## src/rtl/memcpy_engine_if.sv

```systemverilog
// Control and data-memory port bundle for memcpy_engine.
// The master modport is the engine side; the slave modport is the memory/software side.
interface memcpy_engine_if;
    logic        start;
    logic [31:0] src;
    logic [31:0] dst;
    logic [31:0] len;
    logic        busy;
    logic        done;
    logic        err;
    logic        we1;
    logic        we2;
    logic [31:0] a1;
    logic [31:0] a2;
    logic [31:0] wd1;
    logic [31:0] wd2;
    logic [31:0] rd1;
    logic [31:0] rd2;

    modport master (
        input  start, src, dst, len, rd1, rd2,
        output busy, done, err, we1, we2, a1, a2, wd1, wd2
    );

    modport slave (
        output start, src, dst, len, rd1, rd2,
        input  busy, done, err, we1, we2, a1, a2, wd1, wd2
    );
endinterface

```

## src/rtl/memcpy_engine.sv

```systemverilog
// Word-granular block copy engine: reads data-memory port 1 and writes port 2, one word per clock.
// Optional macro MEMCPY_OVERLAP_EN selects a descending copy for forward-overlapping regions.
module memcpy_engine #(
    parameter int unsigned DEPTH = 64
) (
    input  logic            clk,
    input  logic            rst,
    memcpy_engine_if.master bus
);
    typedef enum logic [1:0] {IDLE, COPY, DONE} state_e;

    state_e      state_q, state_d;
    logic [29:0] rptr_q, rptr_d, wptr_q, wptr_d;
    logic [31:0] cnt_q, cnt_d;
    logic [31:0] a1_q, a1_d, a2_q, a2_d;
    logic        err_q, err_d;
    logic        desc_q, desc_d;

    logic [29:0] src_w, dst_w;
    logic [32:0] src_end, dst_end;
    logic        range_bad, overlap;
    logic        we2_c, done_c;
    logic [31:0] a1_c, a2_c;
    logic        unused_ok;

    assign src_w     = bus.src[31:2];
    assign dst_w     = bus.dst[31:2];
    // 33-bit sums so a huge len cannot wrap past the bound
    assign src_end   = {3'b0, src_w} + {1'b0, bus.len};
    assign dst_end   = {3'b0, dst_w} + {1'b0, bus.len};
    assign range_bad = (src_end > 33'(DEPTH)) || (dst_end > 33'(DEPTH));

`ifdef MEMCPY_OVERLAP_EN
    assign overlap = (dst_w > src_w) && ({3'b0, dst_w} < src_end);
`else
    assign overlap = 1'b0;
`endif

    always_comb begin
        state_d = state_q;
        rptr_d  = rptr_q;
        wptr_d  = wptr_q;
        cnt_d   = cnt_q;
        a1_d    = a1_q;
        a2_d    = a2_q;
        err_d   = err_q;
        desc_d  = desc_q;
        we2_c   = 1'b0;
        done_c  = 1'b0;
        a1_c    = a1_q;
        a2_c    = a2_q;
        case (state_q)
            IDLE: begin
                if (bus.start) begin
                    err_d  = 1'b0;
                    desc_d = 1'b0;
                    rptr_d = src_w;
                    wptr_d = dst_w;
                    cnt_d  = bus.len;
                    if (bus.len == 32'd0) begin
                        state_d = DONE;
                    end else if (range_bad) begin
                        err_d   = 1'b1;
                        state_d = DONE;
                    end else begin
                        state_d = COPY;
                        // Range check passed, so len fits in the 30-bit pointer width
                        if (overlap) begin
                            desc_d = 1'b1;
                            rptr_d = src_w + bus.len[29:0] - 30'd1;
                            wptr_d = dst_w + bus.len[29:0] - 30'd1;
                        end
                    end
                end
            end
            COPY: begin
                a1_c   = {rptr_q, 2'b00};
                a2_c   = {wptr_q, 2'b00};
                a1_d   = a1_c;
                a2_d   = a2_c;
                we2_c  = 1'b1;
                rptr_d = desc_q ? rptr_q - 30'd1 : rptr_q + 30'd1;
                wptr_d = desc_q ? wptr_q - 30'd1 : wptr_q + 30'd1;
                cnt_d  = cnt_q - 32'd1;
                if (cnt_q == 32'd1) state_d = DONE;
            end
            DONE: begin
                done_c  = 1'b1;
                state_d = IDLE;
            end
            default: state_d = IDLE;
        endcase
    end

    always_ff @(posedge clk) begin
        if (!rst) begin
            state_q <= IDLE;
            rptr_q  <= '0;
            wptr_q  <= '0;
            cnt_q   <= '0;
            a1_q    <= '0;
            a2_q    <= '0;
            err_q   <= 1'b0;
            desc_q  <= 1'b0;
        end else begin
            state_q <= state_d;
            rptr_q  <= rptr_d;
            wptr_q  <= wptr_d;
            cnt_q   <= cnt_d;
            a1_q    <= a1_d;
            a2_q    <= a2_d;
            err_q   <= err_d;
            desc_q  <= desc_d;
        end
    end

    assign bus.busy = (state_q != IDLE);
    assign bus.done = done_c;
    assign bus.err  = err_q;
    assign bus.we1  = 1'b0;
    assign bus.we2  = we2_c;
    assign bus.a1   = a1_c;
    assign bus.a2   = a2_c;
    assign bus.wd1  = 32'd0;
    assign bus.wd2  = bus.rd1;

    assign unused_ok = ^{bus.rd2, bus.src[1:0], bus.dst[1:0]};
endmodule

```

## src/flat_wrapper.sv

```systemverilog
// flat-port wrapper written by rule: the top's interface ports become plain ports
module memcpy_engine_flat 
#(
    parameter int unsigned DEPTH = 64
)
  (clk, rst, bus_start, bus_src, bus_dst, bus_len, bus_rd1, bus_rd2, bus_busy, bus_done, bus_err, bus_we1, bus_we2, bus_a1, bus_a2, bus_wd1, bus_wd2);
  memcpy_engine_if bus_i ();
  input  logic clk;
  input  logic rst;
  input wire logic [$bits(bus_i.start)-1:0] bus_start;
  input wire logic [$bits(bus_i.src)-1:0] bus_src;
  input wire logic [$bits(bus_i.dst)-1:0] bus_dst;
  input wire logic [$bits(bus_i.len)-1:0] bus_len;
  input wire logic [$bits(bus_i.rd1)-1:0] bus_rd1;
  input wire logic [$bits(bus_i.rd2)-1:0] bus_rd2;
  output wire logic [$bits(bus_i.busy)-1:0] bus_busy;
  output wire logic [$bits(bus_i.done)-1:0] bus_done;
  output wire logic [$bits(bus_i.err)-1:0] bus_err;
  output wire logic [$bits(bus_i.we1)-1:0] bus_we1;
  output wire logic [$bits(bus_i.we2)-1:0] bus_we2;
  output wire logic [$bits(bus_i.a1)-1:0] bus_a1;
  output wire logic [$bits(bus_i.a2)-1:0] bus_a2;
  output wire logic [$bits(bus_i.wd1)-1:0] bus_wd1;
  output wire logic [$bits(bus_i.wd2)-1:0] bus_wd2;
  assign bus_i.start = bus_start;
  assign bus_i.src = bus_src;
  assign bus_i.dst = bus_dst;
  assign bus_i.len = bus_len;
  assign bus_i.rd1 = bus_rd1;
  assign bus_i.rd2 = bus_rd2;
  assign bus_busy = bus_i.busy;
  assign bus_done = bus_i.done;
  assign bus_err = bus_i.err;
  assign bus_we1 = bus_i.we1;
  assign bus_we2 = bus_i.we2;
  assign bus_a1 = bus_i.a1;
  assign bus_a2 = bus_i.a2;
  assign bus_wd1 = bus_i.wd1;
  assign bus_wd2 = bus_i.wd2;
  memcpy_engine #(.DEPTH(DEPTH)) u_core (.clk(clk), .rst(rst), .bus(bus_i));
endmodule
```

## config.mk

```make
export PLATFORM = sky130hd
export DESIGN_NAME = memcpy_engine_flat
export DESIGN_NICKNAME = d
export VERILOG_FILES = /design/src/rtl/memcpy_engine_if.sv /design/src/rtl/memcpy_engine.sv /design/src/flat_wrapper.sv
export SDC_FILE = /design/constraint.sdc
export NUM_CORES = 1
export LEC_CHECK = 0
export ABC_AREA = 1
export BUFFER_PORTS_ARGS = -buffer_cell sky130_fd_sc_hd__buf_4
export CAP_MARGIN = 20
export CELL_PAD_IN_SITES_DETAIL_PLACEMENT = 1
export CELL_PAD_IN_SITES_GLOBAL_PLACEMENT = 2
export CORE_MARGIN = 2
export CORE_UTILIZATION = 26
export CTS_CLUSTER_DIAMETER = 50
export DETAILED_ROUTE_END_ITERATION = 10
export GPL_ROUTABILITY_DRIVEN = 0
export HOLD_SLACK_MARGIN = 0.08
export PLACE_DENSITY_LB_ADDON = 0.1
export SYNTH_ARGS = -nofsm -noshare
export SYNTH_HDL_FRONTEND = slang
export SYNTH_SLANG_ARGS = --single-unit
export TNS_END_PERCENT = 10
```

## constraint.sdc

```tcl
create_clock -name clk -period 2.6 [get_ports clk]
set_input_delay 0.52 -clock clk [delete_from_list [all_inputs] [get_ports clk]]
set_output_delay 0.52 -clock clk [all_outputs]
set_load 0.01 [all_outputs]
```

==> flow_metrics.tcl, run 1 <==
set metrics [dict create \
    globalRouteMet1Util 0.3308 \
    tightest_slew_ns 0.5905 \
    cp_data_arrival_time_ns 2.05 \
    clkSlewWorstSetupHoldPaths_ns 0.06 \
    hold_viol 0 \
    dpl-instance-area_um2 17850 \
    grt_antenna_before_repair 2 \
    nets 2939 \
    yosys_warnings 0 \
    finish.utilization 0.3581 \
    dpl.hpwl_um 54830 \
    synth_top_area_frac 0.2255 \
    pre_cts_slack_ns -0.7184 \
    seq_area_frac_synth 0.2255 \
    netlist_instances 2342 \
    fmax_ghz 0.3891 \
    post_drt_wl_per_cell_um 19.97 \
    met3_usage 0.03416 \
    async_flop_share 0 \
    crit_chain "nor2_4 > buf_12 > inv_16 > buf_4 > nor2_1 > a21oi_1 > buf_4" \
    dieArea_um2 56180 \
    internal_power_mw 5.218 \
    max-slew-margin-rel 0.6027 \
    critPathMaxFanout 35 \
    cpMostUsedCell "buf_4" \
    drc 0 \
    grt_pass1_vias 17030 \
    fin_worst_skew_ns 0.01079 \
    rows 85 \
    ys_ff_latch 159 \
    vias 16861 \
    hold_depth 3 \
    synth_cell_types 60 \
    outcome "completed" \
    setup.worst_path.start "u_core.state_q[1]$_SDFFE_PN0P_" \
    initial_core_util 0.2629 \
    via_per_inst 4.933 \
    antenna_left 0 \
    die_w_um 237.0 \
    worst-path-buf-inv 4 \
    startpoint_type "flop" \
    synth_largest_area_cell "dfxtp_1" \
    synthTopCellsByArea "dfxtp_1 (23%), nand2_1 (15%), inv_1 (8.5%)" \
    p_clk_frac 0.338 \
    area_delta_synth_final_pct 36.24 \
    cts_hold_buffers 0 \
    cts.sinks 159 \
    min_path_type "in2reg" \
    seq_power_share 0.327 \
    htree_levels 4 \
    wl_um 68270 \
    finalSetupTns_ns 0 \
    clk_latency_ns 0.48 \
    critPathKind "reg2out" \
    clock-root-buffer "clkbuf_16" \
    core_area_um2 53710 \
    crit_family "buffers and inverters" \
    timing.rr.start "u_core.cnt_q[0]$_SDFFE_PN0P_" \
    die_h_um 237.0 \
    num_antenna_cells 0 \
    first_pass_iters 5 \
    cts_buffer_depth 2 \
    fin_ws_ns 0.02967 \
    power_mw 8.213 \
    cp-end-kind "output pin" \
    cts_inserted_buffers 17 \
    max_cap_viol_count 0 \
    first_iter_violations 860 \
    p_sw_mw 2.994 \
    grt_pass1_wl_um 102900 \
    netlist_area_um2 14120 \
    reg2reg_depth 14 \
    timing.final.crit_share 0.9886 \
    leakage_nw 9.110 \
    min_from "bus_src[18]" \
    cp.depth 7 \
    drive_gt1_frac 0.2667 \
    numPortBuffers 162 \
    cts_tree "built" \
    pwr_density_cell_nw_per_um2 427.0 \
    period_needed_ns 2.570 \
    grt_usage 0.2412 \
    required_ns 2.08 \
    ys.flop_type "dfxtp_1" \
    syn_avg_cell_area_um2 6.028 \
    slowest_delay_ns 0.46 \
    grt_max_degree 102 \
    power_frac_comb 0.335 \
    slew_viol_final 0 \
    finalSetupViolCount 0 \
    gr-usage-met2 0.3888 \
    ios 296 \
    synth_edf_count 0 \
    critical_path.slowest_cell "dfxtp_1" \
    busiest_layer "met2" \
    rsz0062_at_grt "true" \
    final_cell_area_um2 19230 \
    grt_overflow 0 \
    swShare 0.3646 \
    ir_drop_mv 0.5634 \
]
[flip-flops by register name (all words and copies together), names as in the netlist]
register / count
u_core.a1_q: 32
u_core.a2_q: 32
u_core.cnt_q: 32
u_core.rptr_q: 30
u_core.wptr_q: 30
u_core.state_q: 2
u_core.bus.err: 1
[cells by family after synthesis]
group                      Yosys count  share of synthesized area
AOI/OAI and AO/OA                  441                     0.1867
xor gates and xnor gates            23                    0.01427
adders and majority gates           66                    0.05956
buffers and inverters              477                     0.1446
DFF                                159                     0.2255
other                                1                  0.0002656
and+or+nand+nor                   1175                     0.3692
[power groups by stage]
stage	Combinational (mW)	Sequential (mW)	Clock (mW)
after floorplan	1.43	2.69	0
after global placement	2.54	2.73	0
after detailed placement	2.59	2.73	0
after CTS	2.61	2.68	2.86
after global routing	3.03	2.70	2.95
final	2.75	2.69	2.78
[cells in the mapped netlist, types with 6 or more instances]
library cell / n
xor2_1: 16
a21oi_1: 157
xnor2_1: 7
a22oi_1: 12
nand3_1: 167
clkbuf_1: 57
buf_4: 65
dfxtp_1: 159
or2_2: 6
nor3_1: 26
nor2_1: 276
inv_2: 16
nand4_1: 33
o211ai_1: 29
nor2_4: 8
inv_1: 320
nand2_2: 18
a211oi_1: 53
nor3_2: 6
nand3_2: 10
nand2_1: 553
o21ai_0: 117
nor2_2: 15
a31oi_1: 23
nor4_1: 18
ha_1: 64
a41oi_1: 9
nand3b_1: 18
buf_1: 13
[worst register-to-register path: cells and delay by family, from the launching register on]
kind | cells | cell delay (ns)
AND/OR/NAND/NOR | 5 | 0.93
AO/OA/AOI/OAI | 4 | 0.50
buffers and inverters | 4 | 0.41
flip-flops | 1 | 0.31
adder cells (fa/ha/maj) | 1 | 0.17
[layer usage]
layer  up-vias  share of wire
li1       8365              -
met1      8113           0.48
met2       317           0.45
met3        64          0.041
met4         2          0.025
met5         -        0.00019
[through the flow]
step                hold WS (ns)  std cells
detailed placement        0.4395       3377
global placement          0.4325       3377
floorplan                 0.4246       2374
finish                    0.3846       3418
CTS                       0.3362       3414
global route              0.3704       3418
[cell type report]
cell class,instances,area [µm²]
clock buffer,21,460.4
clock inverter,10,151.4
fill,6905,34470
inverter,337,1282
multi-input combinational,1738,9614
sequential,159,3187
tap,696,870.8
timing repair buffer,456,3659
timing repair inverter,1,8.758
[cells in the final DEF, fill, tap and decap left out, types with 17 or more instances in the layout]
master,synthesis,layout
clkbuf_16,0,17
o211ai_1,29,29
nor2_1,276,224
nand3_1,167,158
nand2_1,553,529
dfxtp_1,159,156
inv_2,16,18
nand3b_1,18,18
o21ai_0,117,107
nor3_1,26,19
a21oi_1,157,135
conb_1,1,33
ha_1,64,42
nand4_1,33,33
nand3_2,10,18
a31oi_1,23,23
a21oi_2,4,24
nor2_2,15,59
nand2_2,18,40
a211oi_1,53,53
inv_1,320,316
buf_4,65,439
[path summary, 6_finish.rpt]
| kind | to | slack, ns |
|---|---|---|
| min reg2reg | u_core.a2_q[0]$_SDFF_PN0_ | 0.45 |
| min | u_core.rptr_q[16]$_SDFFE_PN0P_ | 0.38 |
| max | bus_a2[12] | 0.03 |
| max reg2reg | u_core.cnt_q[30]$_SDFFE_PN0P_ | 0.22 |
[timing repair]
item	in CTS	in global routing
cloned	3	0
endpoints found under the setup margin	50	26
buffers inserted	3	4
gates resized for setup	30	148
pin swaps	3	31
Power figures use the tool's default switching activity.
==> run 2, diff against run 1 <==
==> constraint.sdc (replaced) <==
create_clock -name clk -period 2.6 [get_ports clk]
set_input_delay 0.26 -clock clk [delete_from_list [all_inputs] [get_ports clk]]
set_output_delay 0.26 -clock clk [all_outputs]
set_load 0.01 [all_outputs]
==> flow_metrics.tcl, run 2 (synthesized netlist as in run 1, its figures left out) <==
set metrics [dict create \
    outcome "completed" \
    clock-root-buffer "clkbuf_16" \
    met3_usage 0.02495 \
    fin_worst_skew_ns 0.01174 \
    num_antenna_cells 0 \
    finalSetupViolCount 0 \
    dp_cells 3341 \
    cp-end-kind "flop" \
    fill_cells 6972 \
    crit_family "simple AND/OR/NAND/NOR gates" \
    die_h_um 237.0 \
    worst-path-buf-inv 3 \
    cts_buffer_depth 2 \
    timing.rr.end "u_core.cnt_q[26]$_SDFFE_PN0P_" \
    critPathMaxFanout 5 \
    slew_viol_final 0 \
    ios 296 \
    clk_latency_ns 0.49 \
    tightest_slew_ns 0.7624 \
    rows 85 \
    htree_levels 4 \
    grt_overflow 0 \
    startpoint_type "input port" \
    crit_chain "dlygate4sd3_1 > buf_4 > ha_2 > nand2_2 > nor3_2 > and2_1 > nand2_1 > nand3_1 > nand4_1 > nor2_1 > nand4_1 > nor2_2 > nand3_1 > nand3_1 > inv_1" \
    grt_max_degree 87 \
    cts_setup_buffers 0 \
    min_from "bus_src[13]" \
    hold_depth 3 \
    post_drt_wl_per_cell_um 19.73 \
    cts_inserted_buffers 17 \
    die_w_um 237.0 \
    critPathKind "in2reg" \
    cts_tree "built" \
    required_ns 2.99 \
    antenna_left 0 \
    cts.sinks 159 \
    vias 16516 \
    grt_antenna_before_repair 4 \
    critical_path.slowest_cell "dlygate4sd3_1" \
    numPortBuffers 162 \
    period_needed_ns 2.509 \
    final_cell_mix "nand2_1 (550), buf_4 (401), inv_1 (317)" \
    multi_input_area_um2 9090 \
    holdWs_ns 0.1421 \
    wl_um 66610 \
    hold-path-endpoint "u_core.rptr_q[11]$_SDFFE_PN0P_" \
    cp_data_arrival_time_ns 2.89 \
    globalRouteMet1Util 0.3354 \
    rsz0062_at_grt "true" \
    nets 2896 \
    timing.rr.start "u_core.cnt_q[0]$_SDFFE_PN0P_" \
    drc 0 \
    clkSlewWorstSetupHoldPaths_ns 0.07 \
    gr-usage-met2 0.3846 \
    first_iter_violations 905 \
    cpMostUsedCell "nand3_1" \
    via_per_inst 4.892 \
    max_cap_viol_count 0 \
    min_path_type "in2reg" \
    reg_top3 "u_core.a1_q: 32 flops, u_core.a2_q: 32 flops, u_core.cnt_q: 32 flops" \
    mostFrequentLayoutCell "nand2_1" \
    seqCellArea_um2 3184 \
    timing.final.crit_share 0.9648 \
    slowest_delay_ns 0.57 \
    pwr_density_cell_nw_per_um2 429.2 \
    grt_pass1_vias 16832 \
    fmax_ghz 0.3986 \
    core_area_um2 53710 \
    grt_usage 0.2380 \
    area_delta_synth_final_pct 29.26 \
    ff2ff_setup_slack_ns 0.27 \
    first_pass_iters 5 \
    dpl.hpwl_um 54690 \
    grt_pass1_wl_um 101200 \
    reg2reg_depth 14 \
    leakage_nw 8.820 \
    initial_core_util 0.2629 \
    busiest_layer "met2" \
    drive_gt1_frac 0.2093 \
    ir_drop_mv 0.5421 \
    max-slew-margin-rel 0.4917 \
    dieArea_um2 56180 \
    hold_viol 0 \
    finalNonFillerCells 3376 \
    finish.utilization 0.3398 \
]
run 2: cell types whose count changed in the layout (fill, tap and decap cells not counted), moves of 19 or more:
cell	change
ha_1	+21
a21oi_1	+21
nor2_1	+37
a21oi_2	-19
nor2_2	-31
nand2_1	+21
buf_4	-38
nand2_2	-19
run 2: final cells by class:
class | count | area share
clock buffers | 19 | 0.02482
clock inverters | 13 | 0.007063
well taps | 696 | 0.04772
multi-input cells | 1738 | 0.4981
repair buffers | 414 | 0.1776
inverters | 337 | 0.07015
flip-flops and latches | 159 | 0.1745
run 2: worst reg2reg max path: stages, from the launching register on:
cell and delay, ns:
dfxtp_1 0.36, inv_1 0.14, ha_1 0.17, inv_1 0.05, or2_1 0.21, nor2_1 0.09
inv_1 0.06, nor2_1 0.10, buf_4 0.15, nand4_1 0.11, buf_4 0.20, nor4_1 0.24
xor2_1 0.11, o21ai_0 0.16, a21oi_1 0.08
run 2: per-stage QoR:
stage | TNS, ns | setup slack [ns] | area, µm² | power [mW]
after floorplan | 0 | 0.2166 | 14240 | 4.115
after global placement | -1.113 | -0.4127 | 17570 | 5.212
after detailed placement | -1.301 | -0.4626 | 17570 | 5.254
after CTS | 0 | 0.007448 | 18180 | 7.929
after global routing | -0.1702 | -0.05403 | 18250 | 8.321
final | 0 | 0.09146 | 18250 | 7.832
run 2: worst max path at each step:
stage	startpoint	end	slack, ns	depth (start not counted)
2_1_floorplan	bus_len[0]	u_core.state_q[1]$_SDFFE_PN0P_	0.22	19
3_5_place_dp	bus_dst[19]	u_core.state_q[1]$_SDFFE_PN0P_	-0.46	17
5_1_grt	u_core.state_q[0]$_SDFFE_PN0P_	bus_a1[17]	-0.05	6
4_1_cts	bus_src[30]	u_core.state_q[1]$_SDFFE_PN0P_	0.007	14
6_report	bus_src[30]	u_core.state_q[1]$_SDFFE_PN0P_	0.09	15
3_3_place_gp	bus_dst[19]	u_core.state_q[1]$_SDFFE_PN0P_	-0.41	17
run 2: timing repair:
| action | in CTS | in global routing |
|---|---|---|
| resized for setup | 1 | 23 |
| endpoints found under the hold margin | 3 | 0 |
| hold buffers | 3 | 0 |
| endpoints found under the setup margin | 1 | 19 |
run 2: metal layers:
layer,up-vias,part of all wire
met3,55,0.029
li1,8276,-
met4,2,0.021
met2,270,0.45
met5,-,0.00020
met1,7913,0.50
run 2: report_power, final:
group          internal (mW)  total, mW  switching [mW]
combinational           1.00       2.54            1.54
clock                   1.38       2.61            1.22
sequential              2.54       2.68           0.144
==> run 3, diff against run 2 <==
Settings changed: BUFFER_PORTS_ARGS -buffer_cell sky130_fd_sc_hd__buf_4 to -buffer_cell sky130_fd_sc_hd__buf_2.
==> flow_metrics.tcl, run 3 (synthesized netlist as in run 1, its figures left out) <==
set metrics [dict create \
    timing.rr.end "u_core.cnt_q[26]$_SDFFE_PN0P_" \
    required_ns 2.34 \
    startpoint_type "flop" \
    clk_latency_ns 0.49 \
    grt_max_degree 58 \
    timing.final.crit_share 0.9491 \
    worstSetupEndpoint "bus_a1[11]" \
    drive_gt1_frac 0.2119 \
    mostFrequentLayoutCell "nand2_1" \
    outcome "completed" \
    grt_usage 0.2328 \
    slew_viol_final 0 \
    dp_cells 3365 \
    cp-end-kind "output pin" \
    vias 16562 \
    final_cell_mix "nand2_1 (549), inv_1 (317), nor2_1 (272)" \
    grt_overflow 0 \
    die_w_um 237.0 \
    reg2reg_depth 14 \
    power_mw 7.864 \
    critPathMaxFanout 50 \
    grt_pass1_wl_um 99800 \
    cts_hold_buffers 0 \
    fin_worst_skew_ns 0.01205 \
    antenna_left 0 \
    ir_drop_mv 0.5373 \
    dpl.hpwl_um 54030 \
    clock-root-buffer "clkbuf_16" \
    post_drt_wl_per_cell_um 19.23 \
    nets 2917 \
    setup.worst_path.start "u_core.state_q[1]$_SDFFE_PN0P_" \
    tightest_slew_ns 0.7628 \
    rows 85 \
    ios 296 \
    max-slew-margin-rel 0.4914 \
    post_cts_resized 0 \
    hold_viol 0 \
    max_cap_viol_count 0 \
    leakage_nw 8.852 \
    die_h_um 237.0 \
    drc 0 \
    critPathKind "reg2out" \
    cts_tree "built" \
    via_per_inst 4.871 \
    core_area_um2 53710 \
    cts_inserted_buffers 17 \
    cp_data_arrival_time_ns 2.21 \
    cts_setup_buffers 0 \
    first_pass_iters 5 \
    pwr_density_cell_nw_per_um2 437.8 \
    wl_um 65370 \
    dieArea_um2 56180 \
    period_needed_ns 2.468 \
    grt_pass1_vias 16740 \
    finalSetupViolCount 0 \
    reg_top3 "u_core.a1_q: 32 flops, u_core.a2_q: 32 flops, u_core.cnt_q: 32 flops" \
    clkSlewWorstSetupHoldPaths_ns 0.07 \
    grt_antenna_before_repair 3 \
    min_path_type "in2reg" \
    area_delta_synth_final_pct 27.23 \
    htree_levels 4 \
    finalNonFillerCells 3400 \
    numPortBuffers 162 \
    rsz0062_at_grt "true" \
    fmax_ghz 0.4052 \
    cts.sinks 159 \
    initial_core_util 0.2629 \
    first_iter_violations 926 \
    timing.rr.start "u_core.cnt_q[0]$_SDFFE_PN0P_" \
    ff2ff_setup_slack_ns 0.23 \
    cts_buffer_depth 2 \
]
-- run 3: area by class of cell --
cell class | count | area [µm²]
fill | 7028 | 35750
multi-input combinational | 1738 | 9065
sequential | 159 | 3184
timing repair buffer | 435 | 2977
inverter | 337 | 1275
tap | 696 | 870.8
clock buffer | 19 | 442.9
clock inverter | 12 | 136.4
antenna | 4 | 10.01
-- run 3: stage by stage --
stage / worst slack, ns / area (µm²) / TNS [ns] / hold WS [ns] / utilization
5_1_grt: -0.07008 / 17950 / -0.1252 / 0.1025 / 0.3342
6_report: 0.1323 / 17960 / 0 / 0.1143 / 0.3344
4_1_cts: 0.01379 / 17910 / 0 / 0.08379 / 0.3335
2_1_floorplan: 0.2166 / 14240 / 0 / 0.4082 / -
3_3_place_gp: -0.3935 / 17330 / -1.056 / 0.4312 / 0.3227
3_5_place_dp: -0.4386 / 17330 / -1.244 / 0.4391 / 0.3227
-- run 3: routing by layer --
metal	vias to the layer above	GRT usage	wire, µm
met5	-	0	0
met4	0	0.05447	1045
met2	256	0.3737	29090
met3	40	0.02973	2139
li1	8329	-	-
met1	7937	0.3298	33090
-- run 3: worst max-delay path, stage by stage, from the launching register on --
cell     delay (ns)
dfxtp_1        0.49
nor2_4         0.12
inv_8          0.27
buf_12         0.28
nor2_1         0.14
a21oi_1        0.22
buf_2          0.18
-- run 3: report_power, final --
group / internal (mW) / switching [mW] / total [mW]
registers: 2.54 / 0.140 / 2.68
logic: 0.986 / 1.54 / 2.52
clock network: 1.44 / 1.22 / 2.66
total: 4.97 / 2.90 / 7.86
-- run 3: worst min path at each step --
stage	from	to	slack, ns	depth (start not counted)
2_1_floorplan	bus_len[1]	u_core.cnt_q[1]$_SDFFE_PN0P_	0.41	2
3_3_place_gp	u_core.a2_q[1]$_SDFF_PN0_	u_core.a2_q[1]$_SDFF_PN0_	0.43	2
3_5_place_dp	u_core.a1_q[1]$_SDFF_PN0_	u_core.a1_q[1]$_SDFF_PN0_	0.44	2
4_1_cts	bus_src[30]	u_core.rptr_q[28]$_SDFFE_PN0P_	0.08	3
5_1_grt	bus_src[18]	u_core.rptr_q[16]$_SDFFE_PN0P_	0.10	3
6_report	bus_src[30]	u_core.rptr_q[28]$_SDFFE_PN0P_	0.11	3
